===== src/rtl/accumulation_writeback_streamer_pkg.sv =====
// Shared types and constants for the accumulation-buffer writeback streamer.
// The skid FIFO depth is fixed: three entries cover the read latency plus one stalled word.
package accumulation_writeback_streamer_pkg;

    localparam int FIFO_DEPTH = 3;
    localparam int FIFO_CNT_W = $clog2(FIFO_DEPTH + 1);
    localparam int FIFO_PTR_W = $clog2(FIFO_DEPTH);

    typedef enum logic [1:0] {
        IDLE  = 2'd0,
        READ  = 2'd1,
        DRAIN = 2'd2,
        DONE  = 2'd3
    } state_t;

    function automatic logic [FIFO_PTR_W-1:0] ptr_inc(input logic [FIFO_PTR_W-1:0] ptr);
        return (ptr == FIFO_PTR_W'(FIFO_DEPTH - 1)) ? '0 : ptr + FIFO_PTR_W'(1);
    endfunction

endpackage


===== src/rtl/accumulation_writeback_streamer_wb_skid_fifo.sv =====
// Small synchronous FIFO between the writeback read port and the output stream.
// Push and pop in the same cycle are allowed even when full.
module wb_skid_fifo
    import accumulation_writeback_streamer_pkg::*;
#(
    parameter int DATA_WIDTH = 64
) (
    input  logic                  clk,
    input  logic                  rst_n,
    input  logic                  push,
    input  logic [DATA_WIDTH-1:0] push_data,
    input  logic                  pop,
    output logic [DATA_WIDTH-1:0] head,
    output logic [FIFO_CNT_W-1:0] count,
    output logic                  empty,
    output logic                  full
);

    logic [DATA_WIDTH-1:0] mem [FIFO_DEPTH];
    logic [FIFO_PTR_W-1:0] wr_ptr;
    logic [FIFO_PTR_W-1:0] rd_ptr;
    logic                  do_push;
    logic                  do_pop;

    assign empty   = (count == '0);
    assign full    = (count == FIFO_CNT_W'(FIFO_DEPTH));
    assign do_pop  = pop && !empty;
    assign do_push = push && (!full || do_pop);
    assign head    = mem[rd_ptr];

    always_ff @(posedge clk or negedge rst_n) begin
        if (!rst_n) begin
            for (int i = 0; i < FIFO_DEPTH; i++) begin
                mem[i] <= '0;
            end
            wr_ptr <= '0;
            rd_ptr <= '0;
            count  <= '0;
        end else begin
            if (do_push) begin
                mem[wr_ptr] <= push_data;
                wr_ptr      <= ptr_inc(wr_ptr);
            end
            if (do_pop) begin
                rd_ptr <= ptr_inc(rd_ptr);
            end
            count <= count + FIFO_CNT_W'(do_push) - FIFO_CNT_W'(do_pop);
        end
    end

endmodule


===== src/rtl/accumulation_writeback_streamer.sv =====
// Drains a completed accumulation bank over the writeback read port into a ready/valid stream.
// state | meaning: IDLE wait for start | READ issuing reads | DRAIN emptying FIFO | DONE one-cycle done pulse
module accumulation_writeback_streamer
    import accumulation_writeback_streamer_pkg::*;
#(
    parameter int DATA_WIDTH      = 64,
    parameter int BANK_ADDR_WIDTH = 9
) (
    input  logic                       clk,
    input  logic                       rst_n,
    input  logic                       start,
    input  logic [BANK_ADDR_WIDTH-1:0] num_words,
    output logic                       ren_wb,
    output logic [BANK_ADDR_WIDTH-1:0] radr_wb,
    input  logic [DATA_WIDTH-1:0]      rdata_wb,
    output logic [DATA_WIDTH-1:0]      ofmap_data,
    output logic                       ofmap_valid,
    input  logic                       ofmap_ready,
    output logic                       busy,
    output logic                       done
);

    state_t                     state;
    state_t                     state_next;
    logic [BANK_ADDR_WIDTH-1:0] word_cnt;
    logic [BANK_ADDR_WIDTH-1:0] word_cnt_next;
    logic [BANK_ADDR_WIDTH-1:0] issue_next;
    logic                       ren_next;
    logic                       inflight;
    logic                       pop;
    logic [FIFO_CNT_W-1:0]      fifo_count;
    logic [FIFO_CNT_W:0]        count_next;
    logic                       fifo_empty;
    logic                       fifo_full;

    assign ofmap_valid = !fifo_empty;
    assign pop         = ofmap_valid && ofmap_ready;
    assign busy        = (state != IDLE);
    assign done        = (state == DONE);
    // Occupancy after this edge; the issue decision for the next cycle is made from it so ren_wb stays a flop.
    assign count_next  = (FIFO_CNT_W+1)'(fifo_count) + (FIFO_CNT_W+1)'(inflight) - (FIFO_CNT_W+1)'(pop);

    wb_skid_fifo #(
        .DATA_WIDTH (DATA_WIDTH)
    ) u_fifo (
        .clk       (clk),
        .rst_n     (rst_n),
        .push      (inflight),
        .push_data (rdata_wb),
        .pop       (pop),
        .head      (ofmap_data),
        .count     (fifo_count),
        .empty     (fifo_empty),
        .full      (fifo_full)
    );

    always_ff @(posedge clk or negedge rst_n) begin
        if (!rst_n) begin
            state <= IDLE;
        end else begin
            state <= state_next;
        end
    end

    always_comb begin
        state_next    = state;
        word_cnt_next = word_cnt;
        issue_next    = radr_wb + BANK_ADDR_WIDTH'(ren_wb);
        ren_next      = 1'b0;
        case (state)
            IDLE: begin
                if (start) begin
                    word_cnt_next = num_words;
                    issue_next    = '0;
                    state_next    = (num_words == '0) ? DONE : READ;
                end
            end
            READ: begin
                if (ren_wb && (radr_wb == word_cnt - BANK_ADDR_WIDTH'(1))) begin
                    state_next = DRAIN;
                end
            end
            DRAIN: begin
                if (!inflight && (count_next == '0)) begin
                    state_next = DONE;
                end
            end
            DONE:    state_next = IDLE;
            default: state_next = IDLE;
        endcase
        // Reads issued now land in the FIFO one cycle later, so ren_wb counts as in flight next cycle.
        ren_next = (state_next == READ) && (issue_next < word_cnt_next) &&
                   ((count_next + (FIFO_CNT_W+1)'(ren_wb)) < (FIFO_CNT_W+1)'(FIFO_DEPTH));
    end

    always_ff @(posedge clk or negedge rst_n) begin
        if (!rst_n) begin
            word_cnt <= '0;
            radr_wb  <= '0;
            ren_wb   <= 1'b0;
            inflight <= 1'b0;
        end else begin
            word_cnt <= word_cnt_next;
            radr_wb  <= issue_next;
            ren_wb   <= ren_next;
            inflight <= ren_wb;
        end
    end

    a_no_overflow: assert property (@(posedge clk) disable iff (!rst_n) !(fifo_full && inflight && !pop));

endmodule


===== config.mk =====
export PLATFORM = sky130hd
export DESIGN_NAME = accumulation_writeback_streamer
export DESIGN_NICKNAME = d
export VERILOG_FILES = /design/src/rtl/accumulation_writeback_streamer_pkg.sv /design/src/rtl/accumulation_writeback_streamer_wb_skid_fifo.sv /design/src/rtl/accumulation_writeback_streamer.sv
export SDC_FILE = /design/constraint.sdc
export NUM_CORES = 1
export LEC_CHECK = 0
export ABC_AREA = 1
export ABC_CLOCK_PERIOD_IN_PS = 6200
export CAP_MARGIN = 5
export CELL_PAD_IN_SITES_DETAIL_PLACEMENT = 0
export CELL_PAD_IN_SITES_GLOBAL_PLACEMENT = 2
export CORE_ASPECT_RATIO = 1.75
export CORE_MARGIN = 5
export CORE_UTILIZATION = 36
export CTS_BUF_LIST = sky130_fd_sc_hd__clkbuf_8
export DETAILED_ROUTE_END_ITERATION = 10
export GPL_TIMING_DRIVEN = 1
export PLACE_DENSITY_LB_ADDON = 0.2
export REMOVE_ABC_BUFFERS = 1
export SLEW_MARGIN = 25
export SYNTH_ARGS = -nofsm -noshare
export SYNTH_HDL_FRONTEND = slang
export SYNTH_SLANG_ARGS = --single-unit

===== constraint.sdc =====
create_clock -name clk -period 6.2 [get_ports clk]
set_input_delay 1.24 -clock clk [delete_from_list [all_inputs] [get_ports clk]]
set_output_delay 1.24 -clock clk [all_outputs]
set_load 0.02 [all_outputs]

# Word level (Yosys, flattened, before mapping)
# Index checks and enable logic that the tools add are counted.
# word_totals
regBits	220
input_bits	77
output_inout_bits	77
word_cells	69
# op_classes
addsub	9
magnitude_cmp	5
n_eq_ne	8
muxes	17
bitwise_logic	2
reduce_logical	17
# op_table
operator	count
$bwmux W192	1
$mux W64	3
$bmux W64 S2	1
$demux W64 S2	1
$mux W9	4
$mux W2	6
$eq A2 B2 Y1 const B	5
$add A9 B1 Y9	1
$eq A9 B9 Y1	1
$logic_not A9 Y1	1
$lt A9 B9 Y1	1
$sub A9 B1 Y9 const B	1
$logic_and A1 B1 Y1	8
$pmux W2 S4	1
$ge A3 B3 Y1 const B	2
$not A2 Y3	2
$add A2 B1 Y2 const B	2
$eq A2 B1 Y1 const B	2
$logic_not A2 Y1	2
$add A2 B1 Y3	1
$add A3 B1 Y3	1
$logic_not A1 Y1	3
$logic_not A3 Y1	1
$lt A3 B1 Y1 const B	1
other kinds (6)	6

# Longest topological paths before layout
# Gate-level depths: netlist of the first run.
# depth
ltp_word	11
ltp_mapped	18
depth_no_buf	17

# By module
# Synthesis of the first run repeated with hierarchy kept, for this count alone.
# unflattened
hier_cells	1413
area_unflattened_um2	11075.6
# modules_own_cells
module	instances	cells_each	area_each_um2	seq_area_each_um2
wb_skid_fifo	1	1172	9389.0	4954.8
accumulation_writeback_streamer	1	241	1686.6	550.5

# Worst setup path after synthesis of the first run
# OpenSTA, ideal clock, no wires.
# synth_path
path_type	input-to-reg
start	input ofmap_ready
end	register ren_wb
setup_ps	71
arrival_ps	3209
t_required_ps	6129
setup_slack_ps	2920
stages	15
n_path_buf	0
path_cell_list	nand2_4 inv_1 ha_1 inv_1 ha_1 inv_1 fa_1 inv_1 ha_1 a21oi_1 nand3_1 o21bai_1 a21oi_1 nand2_1 nor2_1
# synth_via
elab_chain_cells	9
elab_cells_between_ends	11
classes_between	2 x add/sub; 1 x order compare; 1 x eq/ne; 2 x mux; 5 x reduce/logical
# synth_rtl
item	line_no	text
from (decl)	accumulation_writeback_streamer.sv:18	input logic ofmap_ready,
$logic_and A1 B1 Y1 *	accumulation_writeback_streamer.sv:37	assign pop = ofmap_valid && ofmap_ready;
$sub A3 B1 Y3 *	accumulation_writeback_streamer.sv:41	assign count_next = (FIFO_CNT_W+1)'(fifo_count) + (FIFO_CNT_W+1)'(inflight) - (FIFO_CNT_W+1)'(pop);
$logic_not A3 Y1	accumulation_writeback_streamer.sv:84	if (!inflight && (count_next == '0)) begin
$logic_and A1 B1 Y1	accumulation_writeback_streamer.sv:84	
$mux W2	accumulation_writeback_streamer.sv:84	
$pmux W2 S4	accumulation_writeback_streamer.sv:70	case (state)
$eq A2 B1 Y1	accumulation_writeback_streamer.sv:92	ren_next = (state_next == READ) && (issue_next < word_cnt_next) &&
$logic_and A1 B1 Y1	accumulation_writeback_streamer.sv:92	
$logic_and A1 B1 Y1 *	accumulation_writeback_streamer.sv:92	
via ren_next	accumulation_writeback_streamer.sv:28	logic ren_next;
to (signal assigned)	accumulation_writeback_streamer.sv:105	ren_wb <= ren_next;
to (decl)	accumulation_writeback_streamer.sv:13	output logic ren_wb,
# The timed path passes the listed nets; every way through them passes the cells marked *.
# A chain may end at the register's enable or synchronous reset.

# Final worst setup path of the first run
# layout_path
start	register u_fifo.rd_ptr[1]
end	output ofmap_data[46]
# layout_via
elab_chain_cells	4
# layout_rtl
item	line_no	text
from (decl)	accumulation_writeback_streamer_wb_skid_fifo.sv:21	logic [FIFO_PTR_W-1:0] rd_ptr;
from (signal assigned)	accumulation_writeback_streamer_wb_skid_fifo.sv:45	rd_ptr <= ptr_inc(rd_ptr);
$not A2 Y3 (implied by the code)	accumulation_writeback_streamer_wb_skid_fifo.sv:29	assign head = mem[rd_ptr];
$bmux W64 S2	accumulation_writeback_streamer_wb_skid_fifo.sv:29	
$mux W64 (implied by the code) (2 in series)	accumulation_writeback_streamer_wb_skid_fifo.sv:29	
to (decl)	accumulation_writeback_streamer.sv:16	output logic [DATA_WIDTH-1:0] ofmap_data,
# No other way between the ends. The select of a mux whose other input is x is not followed.

==> impl_metrics.json, run 1 <==
{
  "layoutNonFillerInstCount": 1750,
  "endpoint_kind": "output port",
  "antenna_found_initial": 3,
  "finalMaxSlewViolations": 0,
  "cts_resized": 0,
  "cpMaxStageDelayCell": "clkdlybuf4s50_1",
  "whs_ns": 0.478,
  "grt_max_degree": 130,
  "multi_input_area_um2": 3980,
  "slowest_delay_ns": 0.61,
  "layout_commonest_cell": "nand2_1",
  "syn_to_final_growth_pct": 22.3,
  "synth_top_cells_by_area": "dfrtp_1, nand2_1, nand3_1",
  "dp_slack_ns": 2.19,
  "crit_family": "buffers and inverters",
  "worstMarginPinSlew_ns": 0.969,
  "design_area_um2": 12700,
  "cts_tree": "done",
  "grt_pass1_vias": 8832,
  "clk_path_buf_depth": 3,
  "hold_path.class": "register to register",
  "syn-cell-area_um2": 10400,
  "pin_count": 154,
  "via_count": 8372,
  "crit_fanout": 38,
  "dr.pass1.iters": 5,
  "rsz0062_at_grt": "no",
  "synth_cell_type_count": 28,
  "drive_gt1_share_pct": 7.88,
  "hold_buffers": 0,
  "maxClockFrequency_mhz": 232,
  "wl_per_cell_um": 16.2,
  "p_leak_nw": 6.16,
  "place_congestion": 0.828,
  "place_area_um2": 12000,
  "timing.final.hold_violations": 0,
  "crit_required_ns": 4.96,
  "cts_made_buffers": 37,
  "final_antenna_net_count": 0,
  "yosysTopAreaCell": "dfrtp_1",
  "finalWirelength_um": 28300,
  "yosysTopAreaCellShare_pct": 52.9,
  "status": "complete, no violations",
  "cts_htree_levels": 2,
  "post_cts_buffers": 0,
  "cts.sinks": 220,
  "synth-seq-area-share_pct": 52.9,
  "grt-ovfl-total": 0,
  "numPlacedInstances": 1691,
  "initial_core_util_pct": 36.3,
  "crit_top_cell": "nand3_1",
  "cts_root_buffer": "clkbuf_8",
  "critPathArrivalTime_ns": 3.06,
  "post-route-period-util_pct": 69.4,
  "power_mw": 7.08,
  "skew_ns": 0.0223,
  "path_clk_slew_ns": 0.06,
  "crit_buf_inv": 3,
  "setup_slack_ns": 1.90,
  "period_needed_ns": 4.30,
  "dp_hpwl_um": 18200,
  "fin_util_pct": 44.4,
  "r2r_slack_ns": 3.28,
  "path_class": "register to output port",
  "fill_cells": 2938,
  "dieWidth_um": 138,
  "seq_area_um2": 5510,
  "final_cell_mix": "nand2_1, dfrtp_1, clkdlybuf4s50_1, nand3_1, o21ai_1",
  "crit_chain": "inv_2 -> buf_4 -> nand3_1 -> nand3_1 -> clkdlybuf4s50_1",
  "syn_inst": 1223,
  "numPortBuffers": 153,
  "yosysWarnings": 0,
  "ir_drop_uv": 286,
  "setup_viol": 0,
  "clk_latency_ns": 0.53,
  "die_area_um2": 32500,
  "coreArea_um2": 28600,
  "slew-limit-headroom_pct": 35.4,
  "viasPerCell": 4.78,
  "ys_seq_elements": 220,
  "rows": 82,
  "powerDensity_nw_per_um2": 557,
  "final_nets": 1448,
  "drcViolationCount": 0,
  "die_y_um": 235,
  "cap_viol_max_count": 0,
  "track_usage_pct": 17.4,
  "drtIter0Drc": 429,
  "grt_pass1_wl_um": 46300,
  "synth_area_per_cell_um2": 8.50,
  "tns_ns": 0,
  "cp-start-kind": "register"
}
cell usage after synthesis, drive strengths merged:
cell    number
nand2      379
and2         1
nand3      149
nor4         2
or2          4
buf         43
xor2         3
nor2        25
a21oi       14
dfrtp      220
ha          17
o21bai       1
nand3b       1
fa           1
inv        115
nor3         4
o21ai      209
a31oi        1
clkbuf      29
xnor2        5
tightest hold or removal path, stage by stage, from the launching register on:
cell and delay, ns:
dfrtp_1 0.34, nand2_1 0.06, o21ai_2 0.05
final timing paths:
path,from,endpoint,depth (start not counted)
setup / recovery,u_fifo.rd_ptr[1]$_DFFE_PN0P_,ofmap_data[46],5
hold / removal,u_fifo.mem[161]$_DFFE_PN0P_,u_fifo.mem[161]$_DFFE_PN0P_,2
setup reg to reg,u_fifo.count[1]$_DFF_PN0_,ren_wb$_DFF_PN0_,16
hold reg to reg,u_fifo.mem[161]$_DFFE_PN0P_,u_fifo.mem[161]$_DFFE_PN0P_,2
max in group asynchronous,rst_n,u_fifo.rd_ptr[0]$_DFFE_PN0P_,2
min in group asynchronous,rst_n,u_fifo.mem[188]$_DFFE_PN0P_,1
cell type report:
type,count,share of cell area [%]
flip-flops and latches,220,43.3
well taps,378,3.72
clock inverters,13,0.620
clock buffers,44,4.76
multi-input cells,816,31.3
repair buffers,163,12.9
diodes,1,0.0197
inverters,115,3.39
registers in the layout, summed over array words and instances, names as in the netlist:
signal	count
radr_wb	9
ren_wb	1
word_cnt	9
u_fifo.wr_ptr	2
u_fifo.rd_ptr	2
u_fifo.mem	192
inflight	1
state	2
u_fifo.count	2
metal layers:
metal	global-route usage [%]	wire [um]	vias up	share of wire (%)
met5	0	5	-	0.018
met4	6.47	866	2	3.1
met3	4.39	1420	47	5.0
met2	32.5	15100	145	53
met1	18.8	10900	3983	38
li1	-	-	4195	-
kinds of logic after synthesis:
kind of cell | Yosys count | share of synthesized area, %
xor gates and xnor gates | 8 | 0.674
adders and majority gates | 18 | 2.24
and+or+nand+nor | 565 | 22.7
buffers and inverters | 187 | 9.15
DFF | 220 | 52.9
AOI/OAI and AO/OA | 225 | 12.3
power breakdown:
part	internal, mW	switching [mW]
sequential	2.08	0.368
combinational	1.36	2.02
clock	0.676	0.571
total	4.12	2.96
Power figures use the tool's default switching activity.
==> run 2: changes to the inputs <==
ABC_CLOCK_PERIOD_IN_PS = 3500   (was 6200)
CORE_UTILIZATION = 30   (was 36)
clock period = 3.5 ns   (was 6.2 ns; I/O delays follow)
==> run 2 against run 1 <==
Compared with the run above:
- total power grew 82%
- final cell count grew 6.3%
- design area grew 3.1%
- core utilization shrank 6.3 points
- die area grew 19%
- clock-buffer cell count grew 10
- first-iteration DRC count shrank 13%
- sequential power grew 77%
- register-to-register slack lost 2.7 ns
- combinational power grew 82%
- clock power grew 93%
- hold slack lost 0.37 ns
- largest cell class unchanged
==> impl_metrics.json, run 2 (synthesis gave the netlist of run 1 again) <==
{
  "status": "complete, no violations",
  "place_congestion": 0.814,
  "worstMarginPinSlew_ns": 0.828,
  "dp_slack_ns": 0.0785,
  "clk_latency_ns": 0.55,
  "grt-ovfl-total": 0,
  "hold_path.class": "input port to async pin",
  "cp-start-kind": "register",
  "whs_ns": 0.111,
  "cts_resized": 0,
  "via_count": 8515,
  "layout_commonest_cell": "nand2_1",
  "cts_htree_levels": 2,
  "setup_viol": 0,
  "crit_buf_inv": 3,
  "drive_gt1_share_pct": 9.44,
  "skew_ns": 0.0177,
  "powerDensity_nw_per_um2": 984,
  "fill_cells": 3663,
  "final_nets": 1465,
  "die_y_um": 256,
  "cts_made_buffers": 38,
  "timing.final.hold_violations": 0,
  "maxClockFrequency_mhz": 302,
  "finalMaxSlewViolations": 0,
  "reg_top3": "u_fifo.mem (192), radr_wb (9), word_cnt (9)",
  "p_leak_nw": 6.33,
  "post-route-period-util_pct": 94.7,
  "power_mw": 12.9,
  "numPortBuffers": 153,
  "initial_core_util_pct": 30.3,
  "dp_hpwl_um": 19700,
  "largest_register": "u_fifo.mem",
  "crit_family": "buffers and inverters",
  "crit_chain": "inv_2 -> nor2_4 -> buf_4 -> nand2_1 -> nand3_1 -> clkdlybuf4s50_1",
  "syn_to_final_growth_pct": 26.1,
  "cpMaxStageDelayCell": "clkdlybuf4s50_1",
  "coreArea_um2": 34300,
  "hold_buffers": 0,
  "endpoint_kind": "output port",
  "final_antenna_net_count": 0,
  "critPathArrivalTime_ns": 2.61,
  "cap_viol_max_count": 0,
  "numPlacedInstances": 1790,
  "place_area_um2": 12300,
  "period_needed_ns": 3.31,
  "multi_input_area_um2": 3980,
  "dr.pass1.iters": 5,
  "path_clk_slew_ns": 0.06,
  "path_class": "register to output port",
  "antenna_found_initial": 2,
  "slowest_delay_ns": 0.63,
  "final_cell_mix": "nand2_1, dfrtp_1, clkdlybuf4s50_1, nand3_1, o21ai_1",
  "finalWirelength_um": 30100,
  "grt_use_met2_pct": 28.6,
  "gr-usage-met1_pct": 18.5,
  "met3_usage_pct": 3.36,
  "wl_per_cell_um": 16.2,
  "cts_tree": "done",
  "busiest_layer": "met2",
  "seq_area_um2": 5510,
  "crit_fanout": 25,
  "track_usage_pct": 15.8,
  "rows": 90,
  "drtIter0Drc": 375,
  "drcViolationCount": 0,
  "dieWidth_um": 151,
  "largest_reg_flops": 192,
  "crit_required_ns": 2.80,
  "cts.sinks": 220,
  "cts_root_buffer": "clkbuf_8",
  "rsz0062_at_grt": "no",
  "viasPerCell": 4.58,
  "die_area_um2": 38600,
  "clk_path_buf_depth": 3,
  "ir_drop_uv": 428,
  "grt_pass1_wl_um": 48100,
  "design_area_um2": 13100,
  "post_cts_buffers": 0,
  "slew-limit-headroom_pct": 44.8,
  "layoutNonFillerInstCount": 1861,
  "pin_count": 154,
  "setup_slack_ns": 0.186,
  "grt_max_degree": 86,
  "grt_pass1_vias": 8737
}
-- run 2: cell types whose count changed in the layout (fill, tap and decap cells not counted) --
cell / delta
clkinv_2: -1
clkbuf_8: +10
buf_4: +13
inv_1: +4
buf_6: -1
diode_2: +1
bufinv_16: -1
buf_12: +4
-- run 2: final cells by class --
cell class                 instances  share of cell area (%)
antenna                            2                  0.0382
clock buffer                      54                    5.67
clock inverter                    15                   0.449
inverter                         115                    3.29
multi-input combinational        816                    30.4
sequential                       220                    42.0
tap                              460                    4.39
timing repair buffer             179                    13.8
-- run 2: power by group --
group,total (mW),leakage [nW],switching (mW),internal [mW]
logic,6.15,3.11,3.65,2.50
clock network,2.41,0.465,1.05,1.36
registers,4.34,2.76,0.649,3.69
total,12.9,6.33,5.35,7.55
-- run 2: worst reg2reg max path: cells and delay by family, from the launching register on --
family	cells	cell delay [ns]
adder cells (fa/ha/maj)	4	1.16
AND/OR/NAND/NOR	5	0.58
flip-flops	1	0.48
AO/OA/AOI/OAI	3	0.44
buffers and inverters	4	0.23
-- run 2: stage by stage --
step	util, %	setup TNS [ns]
finish	38.2	0
floorplan	-	-43.27
detailed placement	35.8	0
CTS	38.1	0
global placement	35.8	0
global route	38.2	0
-- run 2: worst paths after layout --
path,startpoint,to,slack [ns],cells past startpoint
hold reg to reg,u_fifo.mem[164]$_DFFE_PN0P_,u_fifo.mem[164]$_DFFE_PN0P_,0.48,2
setup reg to reg,u_fifo.count[1]$_DFF_PN0_,ren_wb$_DFF_PN0_,0.55,16
setup / recovery,u_fifo.rd_ptr[1]$_DFFE_PN0P_,ofmap_data[3],0.19,6
min in group clk,u_fifo.mem[164]$_DFFE_PN0P_,u_fifo.mem[164]$_DFFE_PN0P_,0.48,2
max in group asynchronous,rst_n,u_fifo.mem[155]$_DFFE_PN0P_,2.59,2
hold / removal,rst_n,u_fifo.mem[169]$_DFFE_PN0P_,0.11,1
-- run 2: layer usage --
layer	up-vias	share of wire, %
met5	-	0
met4	0	2.3
met3	46	4.8
met2	180	53
met1	4040	40
li1	4249	-
==> run 3: changes to the inputs <==
CELL_PAD_IN_SITES_DETAIL_PLACEMENT = 1   (was 0)
CELL_PAD_IN_SITES_GLOBAL_PLACEMENT = 1   (was 2)
CORE_MARGIN = 4   (was 5)
CORE_UTILIZATION = 38   (was 30)
==> run 3 against run 2 <==
Compared with the run above:
- sequential share of layout area increased by 0.59 points
- final cell count is 6.0% lower
- critical path depth decreased by 1
- die area is 22% lower
- non-clock buffer count down 4
- core utilization up 10 points
- combinational power increased by 0.7%
- highest routed layer unchanged
- largest cell class unchanged
- worst setup slack got worse by 0.043 ns
- clock-buffer cell count fell by 7
- hold slack improved by 0.059 ns
- design area is 1.4% lower
==> impl_metrics.json, run 3 (synthesis gave the netlist of run 1 again) <==
{
  "dieWidth_um": 133,
  "cts_tree": "done",
  "reg2reg_to": "ren_wb$_DFF_PN0_",
  "dp_hpwl_um": 19500,
  "critPathArrivalTime_ns": 2.66,
  "rows": 79,
  "r2r_slack_ns": 0.55,
  "crit_fanout": 27,
  "cts_root_buffer": "clkbuf_8",
  "cts_htree_levels": 2,
  "clk_latency_ns": 0.53,
  "grt_pass1_vias": 9217,
  "path_class": "register to output port",
  "multi_input_area_um2": 3980,
  "worstMarginPinSlew_ns": 0.886,
  "power_mw": 12.9,
  "setup_viol": 0,
  "path_clk_slew_ns": 0.06,
  "layoutNonFillerInstCount": 1750,
  "slew-limit-headroom_pct": 40.9,
  "final_nets": 1459,
  "dr.pass1.iters": 5,
  "post_cts_buffers": 0,
  "cap_viol_max_count": 0,
  "cts_resized": 0,
  "cpMaxStageDelayCell": "clkdlybuf4s50_1",
  "clk_path_buf_depth": 3,
  "r2r_start": "u_fifo.count[1]$_DFF_PN0_",
  "numPlacedInstances": 1690,
  "drcViolationCount": 0,
  "crit_required_ns": 2.80,
  "final_antenna_net_count": 0,
  "die_area_um2": 30200,
  "grt-ovfl-total": 0,
  "drive_gt1_share_pct": 8.88,
  "largest_reg_flops": 192,
  "drtIter0Drc": 438,
  "layout_commonest_cell": "nand2_1",
  "fill_cells": 3187,
  "place_congestion": 0.797,
  "wl_per_cell_um": 16.7,
  "via_count": 8586,
  "hold_path.class": "input port to async pin",
  "dp_slack_ns": 0.0450,
  "slowest_delay_ns": 0.64,
  "hold_buffers": 0,
  "post-route-period-util_pct": 95.9,
  "track_usage_pct": 19.9,
  "crit_chain": "nor2_4 -> buf_4 -> nand2_1 -> nand3_1 -> clkdlybuf4s50_1",
  "status": "complete, no violations",
  "grt_max_degree": 82,
  "skew_ns": 0.0156,
  "cts_made_buffers": 36,
  "antenna_found_initial": 1,
  "largest_register": "u_fifo.mem",
  "viasPerCell": 4.91,
  "setup_slack_ns": 0.142,
  "powerDensity_nw_per_um2": 995,
  "seq_area_um2": 5510,
  "rsz0062_at_grt": "no",
  "final_cell_mix": "nand2_1, dfrtp_1, clkdlybuf4s50_1, nand3_1, o21ai_1",
  "coreArea_um2": 26800,
  "maxClockFrequency_mhz": 298,
  "period_needed_ns": 3.36,
  "finalWirelength_um": 29300,
  "numPortBuffers": 153,
  "rr_worst_depth": 16,
  "reg_top3": "u_fifo.mem (192), radr_wb (9), word_cnt (9)",
  "p_leak_nw": 6.27,
  "endpoint_kind": "output port",
  "timing.final.hold_violations": 0,
  "ir_drop_uv": 454,
  "pin_count": 154,
  "initial_core_util_pct": 38.8,
  "die_y_um": 227,
  "cp-start-kind": "register",
  "grt_pass1_wl_um": 48100,
  "cts.sinks": 220,
  "finalMaxSlewViolations": 0,
  "syn_to_final_growth_pct": 24.3,
  "tns_ns": 0
}
[run 3: worst max path at each step]
stage,endpoint,slack (ns),startpoint,cells past startpoint
after floorplan,ofmap_data[0],-0.68,u_fifo.rd_ptr[0]$_DFFE_PN0P_,3
after global placement,ren_wb$_DFF_PN0_,0.11,ofmap_ready,16
after detailed placement,ren_wb$_DFF_PN0_,0.04,ofmap_ready,16
after CTS,ofmap_data[52],0.08,u_fifo.rd_ptr[0]$_DFFE_PN0P_,5
after global routing,ofmap_data[52],0.01,u_fifo.rd_ptr[0]$_DFFE_PN0P_,5
final,ofmap_data[52],0.14,u_fifo.rd_ptr[0]$_DFFE_PN0P_,5
[run 3: critical path, delay by kind of cell (launching register included)]
kind,cells,cell delay [ns]
flops,1,0.63
simple gates,3,0.47
buf+inv,2,1.01
[run 3: through the flow]
| stage | hold slack (ns) | util, % | area (um^2) |
|---|---|---|---|
| 2_1_floorplan | 0.404 | - | 9880 |
| 3_3_place_gp | 0.464 | 45.5 | 12200 |
| 3_5_place_dp | 0.469 | 45.5 | 12200 |
| 4_1_cts | 0.177 | 48.2 | 12900 |
| 5_1_grt | 0.200 | 48.2 | 12900 |
| 6_report | 0.170 | 48.3 | 12900 |
[run 3: layout make-up]
| class | count | share of cell area (%) |
|---|---|---|
| Antenna cell | 1 | 0.0194 |
| Timing Repair Buffer | 175 | 14.1 |
| Clock inverter | 12 | 0.600 |
| Multi-Input combinational cell | 816 | 30.8 |
| Inverter | 115 | 3.34 |
| Clock buffer | 47 | 5.00 |
| Tap cell | 364 | 3.52 |
| Sequential cell | 220 | 42.6 |
[run 3: metal layers]
metal | wire [um] | global-route usage [%]
met2 | 15800 | 37.5
met4 | 869 | 7.18
met1 | 11400 | 22.1
met3 | 1190 | 3.84
met5 | 0 | 0
[run 3: report_power, final]
part	internal [mW]	switching, mW	total [mW]
registers	3.69	0.713	4.40
clock network	1.27	1.01	2.28
logic	2.53	3.65	6.19
total	7.49	5.38	12.9
